## src/rtl/sram_arb_pkg.sv

```systemverilog
// rtl/sram_arb_pkg.sv - shared types and constants for the SRAM port arbiter
package sram_arb_pkg;

    localparam int SRAM_ADDR_W = 24;
    localparam int SRAM_DATA_W = 8;
    localparam int STALL_W     = 16;

    // Which requester, if any, owns the SRAM read data arriving this cycle.
    typedef enum logic [1:0] {
        RD_NONE = 2'd0,
        RD_SPI  = 2'd1,
        RD_CPU  = 2'd2
    } rd_owner_e;

endpackage

```

## src/rtl/rdata_hold.sv

```systemverilog
// rtl/rdata_hold.sv - per-requester read data hold register with bypass
//   clk, rst_n : clock, asynchronous active-low reset
//   capture    : SRAM read data this cycle belongs to this requester
//   ram_rdata  : SRAM read data
//   rdata      : requester read data (live SRAM data while capturing, else held)
module rdata_hold
    import sram_arb_pkg::*;
(
    input  logic                   clk,
    input  logic                   rst_n,
    input  logic                   capture,
    input  logic [SRAM_DATA_W-1:0] ram_rdata,
    output logic [SRAM_DATA_W-1:0] rdata
);

    logic [SRAM_DATA_W-1:0] hold_q;

    always_ff @(posedge clk or negedge rst_n) begin
        if (!rst_n) begin
            hold_q <= '0;
        end else if (capture) begin
            hold_q <= ram_rdata;
        end
    end

    // Bypass gives one-cycle read latency; the register keeps it stable afterwards.
    assign rdata = capture ? ram_rdata : hold_q;

endmodule

```

## src/rtl/sram_port_arbiter.sv

```systemverilog
// rtl/sram_port_arbiter.sv - fixed-priority SPI/CPU arbiter for one synchronous SRAM port
//   CPU_BASE                          : SRAM byte offset of the CPU 64 KiB window
//   clk, rst_n                        : clock, asynchronous active-low reset
//   spi_addr/en/wr/wdata, spi_rdata   : SPI requester (pulse request, highest priority)
//   cpu_addr/en/we/wdata, cpu_gnt,
//   cpu_rdata                         : CPU requester (level request held until granted)
//   ram_addr/en/we/wdata, ram_rdata   : SRAM port, read data one cycle after ram_en
//   stall_cnt, stall_clr              : saturating CPU denial counter and its clear
module sram_port_arbiter
    import sram_arb_pkg::*;
#(
    parameter logic [SRAM_ADDR_W-1:0] CPU_BASE = 24'h000000
) (
    input  logic                   clk,
    input  logic                   rst_n,

    input  logic [SRAM_ADDR_W-1:0] spi_addr,
    input  logic                   spi_en,
    input  logic                   spi_wr,
    input  logic [SRAM_DATA_W-1:0] spi_wdata,
    output logic [SRAM_DATA_W-1:0] spi_rdata,

    input  logic [15:0]            cpu_addr,
    input  logic                   cpu_en,
    input  logic                   cpu_we,
    input  logic [SRAM_DATA_W-1:0] cpu_wdata,
    output logic                   cpu_gnt,
    output logic [SRAM_DATA_W-1:0] cpu_rdata,

    output logic [SRAM_ADDR_W-1:0] ram_addr,
    output logic                   ram_en,
    output logic                   ram_we,
    output logic [SRAM_DATA_W-1:0] ram_wdata,
    input  logic [SRAM_DATA_W-1:0] ram_rdata,

    output logic [STALL_W-1:0]     stall_cnt,
    input  logic                   stall_clr
);

    rd_owner_e              rd_owner_q;
    rd_owner_e              rd_owner_d;
    logic [SRAM_ADDR_W-1:0] cpu_ram_addr;

    // Window offset wraps modulo the SRAM address space.
    assign cpu_ram_addr = CPU_BASE + SRAM_ADDR_W'(cpu_addr);
    assign cpu_gnt      = cpu_en & ~spi_en;

    always_comb begin
        ram_en    = 1'b0;
        ram_we    = 1'b0;
        ram_addr  = '0;
        ram_wdata = '0;
        if (spi_en) begin
            ram_en    = 1'b1;
            ram_we    = spi_wr;
            ram_addr  = spi_addr;
            ram_wdata = spi_wdata;
        end else if (cpu_en) begin
            ram_en    = 1'b1;
            ram_we    = cpu_we;
            ram_addr  = cpu_ram_addr;
            ram_wdata = cpu_wdata;
        end
    end

    always_comb begin
        rd_owner_d = RD_NONE;
        if (spi_en && !spi_wr) begin
            rd_owner_d = RD_SPI;
        end else if (cpu_gnt && !cpu_we) begin
            rd_owner_d = RD_CPU;
        end
    end

    // Async reset drops any read in flight so nothing is captured after release.
    always_ff @(posedge clk or negedge rst_n) begin
        if (!rst_n) begin
            rd_owner_q <= RD_NONE;
        end else begin
            rd_owner_q <= rd_owner_d;
        end
    end

    always_ff @(posedge clk or negedge rst_n) begin
        if (!rst_n) begin
            stall_cnt <= '0;
        end else if (stall_clr) begin
            stall_cnt <= '0;
        end else if (cpu_en && spi_en && (stall_cnt != {STALL_W{1'b1}})) begin
            stall_cnt <= stall_cnt + 1'b1;
        end
    end

    rdata_hold u_spi_hold (
        .clk       (clk),
        .rst_n     (rst_n),
        .capture   (rd_owner_q == RD_SPI),
        .ram_rdata (ram_rdata),
        .rdata     (spi_rdata)
    );

    rdata_hold u_cpu_hold (
        .clk       (clk),
        .rst_n     (rst_n),
        .capture   (rd_owner_q == RD_CPU),
        .ram_rdata (ram_rdata),
        .rdata     (cpu_rdata)
    );

endmodule
```

## config.mk

```make
export PLATFORM = sky130hd
export DESIGN_NAME = sram_port_arbiter
export DESIGN_NICKNAME = d
export VERILOG_FILES = /design/src/rtl/sram_arb_pkg.sv /design/src/rtl/rdata_hold.sv /design/src/rtl/sram_port_arbiter.sv
export SDC_FILE = /design/constraint.sdc
export NUM_CORES = 1
export LEC_CHECK = 0
export ABC_AREA = 1
export BUFFER_PORTS_ARGS = -buffer_cell sky130_fd_sc_hd__buf_2
export CAP_MARGIN = 20
export CORE_MARGIN = 10
export CORE_UTILIZATION = 45
export DETAILED_ROUTE_END_ITERATION = 10
export GPL_TIMING_DRIVEN = 0
export PLACE_DENSITY = 0.86
export SLEW_MARGIN = 20
export SYNTH_ARGS = -nofsm -noshare
export SYNTH_HDL_FRONTEND = slang
export SYNTH_SLANG_ARGS = --single-unit
```

## constraint.sdc

```tcl
create_clock -name clk -period 2.77 [get_ports clk]
set_clock_uncertainty 0.05 [all_clocks]
set_input_delay 0.554 -clock clk [delete_from_list [all_inputs] [get_ports clk]]
set_output_delay 0.554 -clock clk [all_outputs]
set_load 0.01 [all_outputs]
```

==> impl_metrics.json, run 1 <==
{
  "fin_nets": 473,
  "pwr_density_cell_nw_per_um2": 440,
  "synth_cells": 258,
  "dieArea_um2": 7500,
  "whs_ns": 0.273,
  "vdd_drop_max_v": 0.000301,
  "end_kind": "output port",
  "timing.final.crit_share": 0.878,
  "crit_path_cell_trace": "inv_1 > or2_1 > clkbuf_1 > clkbuf_1 > nand2_1 > o21ai_0 > buf_2",
  "r2r_cells": 9,
  "cts_tree": "done",
  "place_congestion": 0.916,
  "yosysSeqAreaShare": 0.426,
  "grt-ovfl-total": 0,
  "cp.arrival_ns": 1.83,
  "final_cell_area_um2": 2840,
  "hold_buffers": 0,
  "diodes": 0,
  "clkSinkCount": 34,
  "cpPeakStageDelay_ns": 0.37,
  "synth-seq-cells": 34,
  "cts_resized": 0,
  "worstMarginPinSlew_ns": 0.753,
  "tns_ns": 0,
  "rows": 24,
  "via_per_inst": 5.04,
  "drtIter0Drc": 122,
  "initial_core_util": 0.462,
  "critPathLaunchType": "flop",
  "die_h_um": 86.6,
  "antenna_found_initial": 0,
  "dr.pass1.iters": 6,
  "port_buffers": 136,
  "cts_max_level": 2,
  "slew_headroom": 0.498,
  "ys_warn_count": 0,
  "cts_root_buf": "clkbuf_8",
  "crit_path_frequent_cell": "clkbuf_1",
  "cts_inserted_buffers": 5,
  "cap_violations": 0,
  "required_ns": 2.17,
  "clk_latency_ns": 0.29,
  "clockBufferDepth": 2,
  "worstSetupPathType": "flop to output port",
  "grt_pass1_vias": 2349,
  "dpl_cell_area_um2": 2740,
  "slowest_stage": "clkbuf_1",
  "die_x_um": 86.6,
  "timing.fmax_mhz": 411,
  "hpwl_mm": 5.77,
  "hold_class": "primary input to asynchronous set/reset pin",
  "min_period_ns": 2.43,
  "synth_nets": 330,
  "ant_nets": 0,
  "slew_viol_final": 0,
  "p_leak_nw": 1.66,
  "synth.avg_cell_area_um2": 7.74,
  "vias": 2286,
  "status": "finished, final reports clean",
  "path_clk_slew_ns": 0.08,
  "setup_viol": 0,
  "io_pins": 138,
  "grt_max_degree": 35,
  "rsz0062_at_grt": "no",
  "area_growth_pct": 42.1,
  "post_route_cells_drive_above_1_share": 0.388,
  "coreArea_um2": 4320,
  "synth_area_um2": 2000,
  "cp_max_fo": 10,
  "grt_pass1_wl_mm": 11.4,
  "hold_viol": 0,
  "routed_wl_mm": 7.04,
  "cts_setup_buffers": 0,
  "synth_cell_types": 24,
  "wl_per_cell_um": 15.5,
  "grt_use_total": 0.184,
  "drc": 0
}
## power by group
part / total [mW] / switching (mW) / leakage (nW) / internal (mW)
Clock: 0.386 / 0.186 / 0.0472 / 0.200
Sequential: 0.554 / 0.0146 / 0.445 / 0.539
Combinational: 0.308 / 0.174 / 1.16 / 0.134
## metal layers
layer  global-route usage  vias up  wire, µm
met3               0.0769        5       763
met4               0.0663        0        88
met1                0.193     1031      2610
li1                     -     1144         -
met2                0.321      106      3580
met5                    0        -         0
## cells by family after synthesis
logic type	after synthesis	share of synthesized area
flops	34	0.426
xor+xnor	4	0.0175
compound gates	56	0.193
buf+inv	40	0.0815
simple gates	123	0.276
fa+ha+maj	1	0.00626
## critical path, delay by kind of cell (launching register included)
kind / cells / cell delay, ns
buf+inv: 4 / 0.90
flops: 1 / 0.36
compound gates: 1 / 0.12
simple gates: 2 / 0.17
## layout by cell type, fill, tap and decap left out, types with 6 or more instances in the layout
cell        n
nand4_1     9
o21ai_0    18
nand3_1    11
buf_2     140
nand2_1    79
a22o_1     24
dfrtp_1    34
clkbuf_1    7
inv_1      27
clkbuf_8    6
nor2_1     16
## synthesized netlist by cell type, drive strengths merged
cell / count / area [µm²]
a21oi: 5 / 25.0
a22o: 24 / 210
buf: 5 / 31.3
clkbuf: 7 / 26.3
dfrtp: 34 / 851
ha: 1 / 12.5
inv: 28 / 105
nand2: 80 / 308
nand3: 11 / 55.1
nand4: 9 / 56.3
nor2: 21 / 120
nor3: 1 / 5.00
o211ai: 3 / 22.5
o21ai: 21 / 105
o21bai: 3 / 22.5
or2: 1 / 6.26
xor2: 4 / 35.0
## sequential cells by signal, summed over array words and instances, names as in the netlist
name / cells
stall_cnt: 16
rd_owner_q: 2
u_spi_hold.hold_q: 8
u_cpu_hold.hold_q: 8
## final cells by class
type,count,area (µm²)
Clock buffer,6,82.6
Sequential cell,34,851
Timing Repair Buffer,136,681
Multi-Input combinational cell,184,983
Buffer,12,57.6
Inverter,28,105
Fill cell,391,1490
Clock inverter,2,12.5
Tap cell,52,65.1
## metrics by stage
step	utilization	std cells	power, mW	setup WS, ns
floorplan	-	258	0.709	0.746
global placement	0.634	446	0.868	0.504
detailed placement	0.634	446	0.875	0.487
CTS	0.656	454	1.26	0.349
global route	0.656	454	1.31	0.144
finish	0.656	454	1.25	0.337
## final timing paths
path,slack (ns),endpoint,startpoint
setup reg to reg,0.90,stall_cnt[11],stall_cnt[1]
max in group asynchronous,1.90,stall_cnt[9],rst_n
min in group clk,0.38,rd_owner_q[0],spi_wr
hold / removal,0.27,stall_cnt[13],rst_n
setup / recovery,0.34,cpu_rdata[3],rd_owner_q[1]
hold reg to reg,0.44,u_cpu_hold.hold_q[1],u_cpu_hold.hold_q[1]
No activity file was read; power rests on OpenSTA's default activity.
==> run 2: changes to the inputs <==
CORE_UTILIZATION = 46   (was 45)
CTS_BUF_LIST = sky130_fd_sc_hd__clkbuf_4   (was default)
PLACE_DENSITY = 0.88   (was 0.86)
==> run 2 against run 1 <==
- core utilization is 2.7 points higher
- die area shrank 1.7%
- worst hold slack got worse by 0.062 ns
- wire length increased by 0.60%
- combinational power about the same
- clock-buffer cell count down 1
- sequential share of layout area up 0.47 points
- register-to-register slack barely moved
- highest routed layer unchanged
==> impl_metrics.json, run 2 (synthesized netlist as in run 1, its figures left out) <==
{
  "clockBufferDepth": 2,
  "pwr-share-comb": 0.274,
  "dr.pass1.iters": 4,
  "diodes": 0,
  "grt_max_degree": 35,
  "die_x_um": 85.9,
  "vias": 2314,
  "cp.arrival_ns": 1.84,
  "p_total_mw": 1.13,
  "coreArea_um2": 4090,
  "worst-path-buf-inv": 3,
  "worstSetupPathType": "flop to output port",
  "end_kind": "output port",
  "layout_commonest_cell": "buf_2",
  "hold_class": "primary input to asynchronous set/reset pin",
  "grt_pass1_wl_mm": 11.5,
  "slew_viol_final": 0,
  "cts_tree": "done",
  "hpwl_mm": 5.94,
  "critPathLaunchType": "flop",
  "reg_top3": "stall_cnt: 16 flops, u_cpu_hold.hold_q: 8 flops, u_spi_hold.hold_q: 8 flops",
  "initial_core_util": 0.489,
  "dpl_cell_area_um2": 2740,
  "routed_wl_mm": 7.08,
  "rsz0062_at_grt": "no",
  "hold_viol": 0,
  "setup_viol": 0,
  "post_route_cells_drive_above_1_share": 0.386,
  "place_congestion": 0.871,
  "status": "finished, final reports clean",
  "cts_max_level": 2,
  "top_register": "stall_cnt",
  "area_growth_pct": 39.9,
  "tns_ns": 0,
  "fin_util": 0.684,
  "port_buffers": 136,
  "slowest_stage": "dfrtp_1",
  "rows": 23,
  "crit_path_frequent_cell": "clkbuf_1",
  "crit_path_cell_trace": "or2_1 > clkbuf_1 > clkbuf_1 > o21ai_0 > buf_2",
  "largest_reg_flops": 16,
  "timing.fmax_mhz": 410,
  "ant_nets": 0,
  "clkSinkCount": 34,
  "drtIter0Drc": 94,
  "pwr_density_cell_nw_per_um2": 404,
  "clk_latency_ns": 0.34,
  "final_cell_area_um2": 2790,
  "required_ns": 2.17,
  "path_clk_slew_ns": 0.11,
  "cpPeakStageDelay_ns": 0.39,
  "cp_max_fo": 10,
  "fin_nets": 473,
  "timing.final.crit_share": 0.881,
  "cts_resized": 0,
  "worstMarginPinSlew_ns": 0.739,
  "power.share.sequential": 0.490,
  "p_sw_uw": 361,
  "grt_use_total": 0.189,
  "via_per_inst": 5.12,
  "sw_frac_of_total": 0.320,
  "die_h_um": 85.9,
  "mostFrequentLayoutCells": "buf_2, nand2_1, dfrtp_1, inv_1, a22o_1",
  "cap_violations": 0,
  "drc": 0,
  "cts_inserted_buffers": 5,
  "min_period_ns": 2.44,
  "grt_pass1_vias": 2439,
  "cts_setup_buffers": 0,
  "wl_per_cell_um": 15.7,
  "hold_buffers": 0,
  "vdd_drop_max_v": 0.000186,
  "slew_headroom": 0.508,
  "clockPowerShare": 0.236,
  "power.internal_uw": 767,
  "dieArea_um2": 7380,
  "cts_root_buf": "clkbuf_4",
  "grt-ovfl-total": 0,
  "cp_top_family": "buffers and inverters",
  "p_leak_nw": 1.64,
  "antenna_found_initial": 0,
  "io_pins": 138
}
## run 2: changes by cell type in the layout (fill, tap and decap cells not counted), sizes merged
| cell | change |
|---|---|
| clkbuf | -1 |
| clkinv | +1 |
## run 2: through the flow
step	worst slack, ns	cells	hold WS, ns
after floorplan	0.746	258	0.208
final	0.329	452	0.211
after global placement	0.511	444	0.421
after detailed placement	0.503	444	0.428
after CTS	0.294	452	0.233
after global routing	0.130	452	0.263
## run 2: worst paths after layout
path                                       from                    to  slack (ns)  depth (start not counted)
hold reg to reg            u_cpu_hold.hold_q[2]  u_cpu_hold.hold_q[2]        0.45                          2
setup / recovery                  rd_owner_q[0]          cpu_rdata[3]        0.33                          5
setup reg to reg                   stall_cnt[1]         stall_cnt[14]        0.90                          9
min in group clk                         spi_wr         rd_owner_q[0]        0.32                          2
hold / removal                            rst_n  u_spi_hold.hold_q[4]        0.21                          1
max in group asynchronous                 rst_n         stall_cnt[15]        1.98                          1
## run 2: worst reg2reg max path: cells and delay by family (launching register included)
family / cells / cell delay [ns]
and+or+nand+nor: 6 / 0.70
adders and majority gates: 1 / 0.23
DFF: 1 / 0.44
buffers and inverters: 2 / 0.37
## run 2: metal layers
metal | share of wire | up-vias | global-route usage | wire, µm
met5 | 0 | - | 0 | 0
met4 | 0.030 | 0 | 0.0868 | 214
met3 | 0.13 | 20 | 0.101 | 899
met2 | 0.51 | 119 | 0.328 | 3600
met1 | 0.33 | 1033 | 0.180 | 2370
li1 | - | 1142 | - | -
## run 2: area by class of cell
type / count / area [µm²]
multi-input combinational: 184 / 983
clock buffer: 5 / 37.5
sequential: 34 / 851
fill: 352 / 1290
buffer: 12 / 57.6
clock inverter: 3 / 16.3
inverter: 28 / 105
tap: 50 / 62.6
timing repair buffer: 136 / 681
## run 2: power groups by stage
stage,clock (mW),sequential (mW),combinational (mW)
global placement,0,0.560,0.309
detailed placement,0,0.563,0.315
finish,0.266,0.553,0.310
global route,0.290,0.557,0.349
floorplan,0,0.559,0.150
CTS,0.275,0.553,0.317
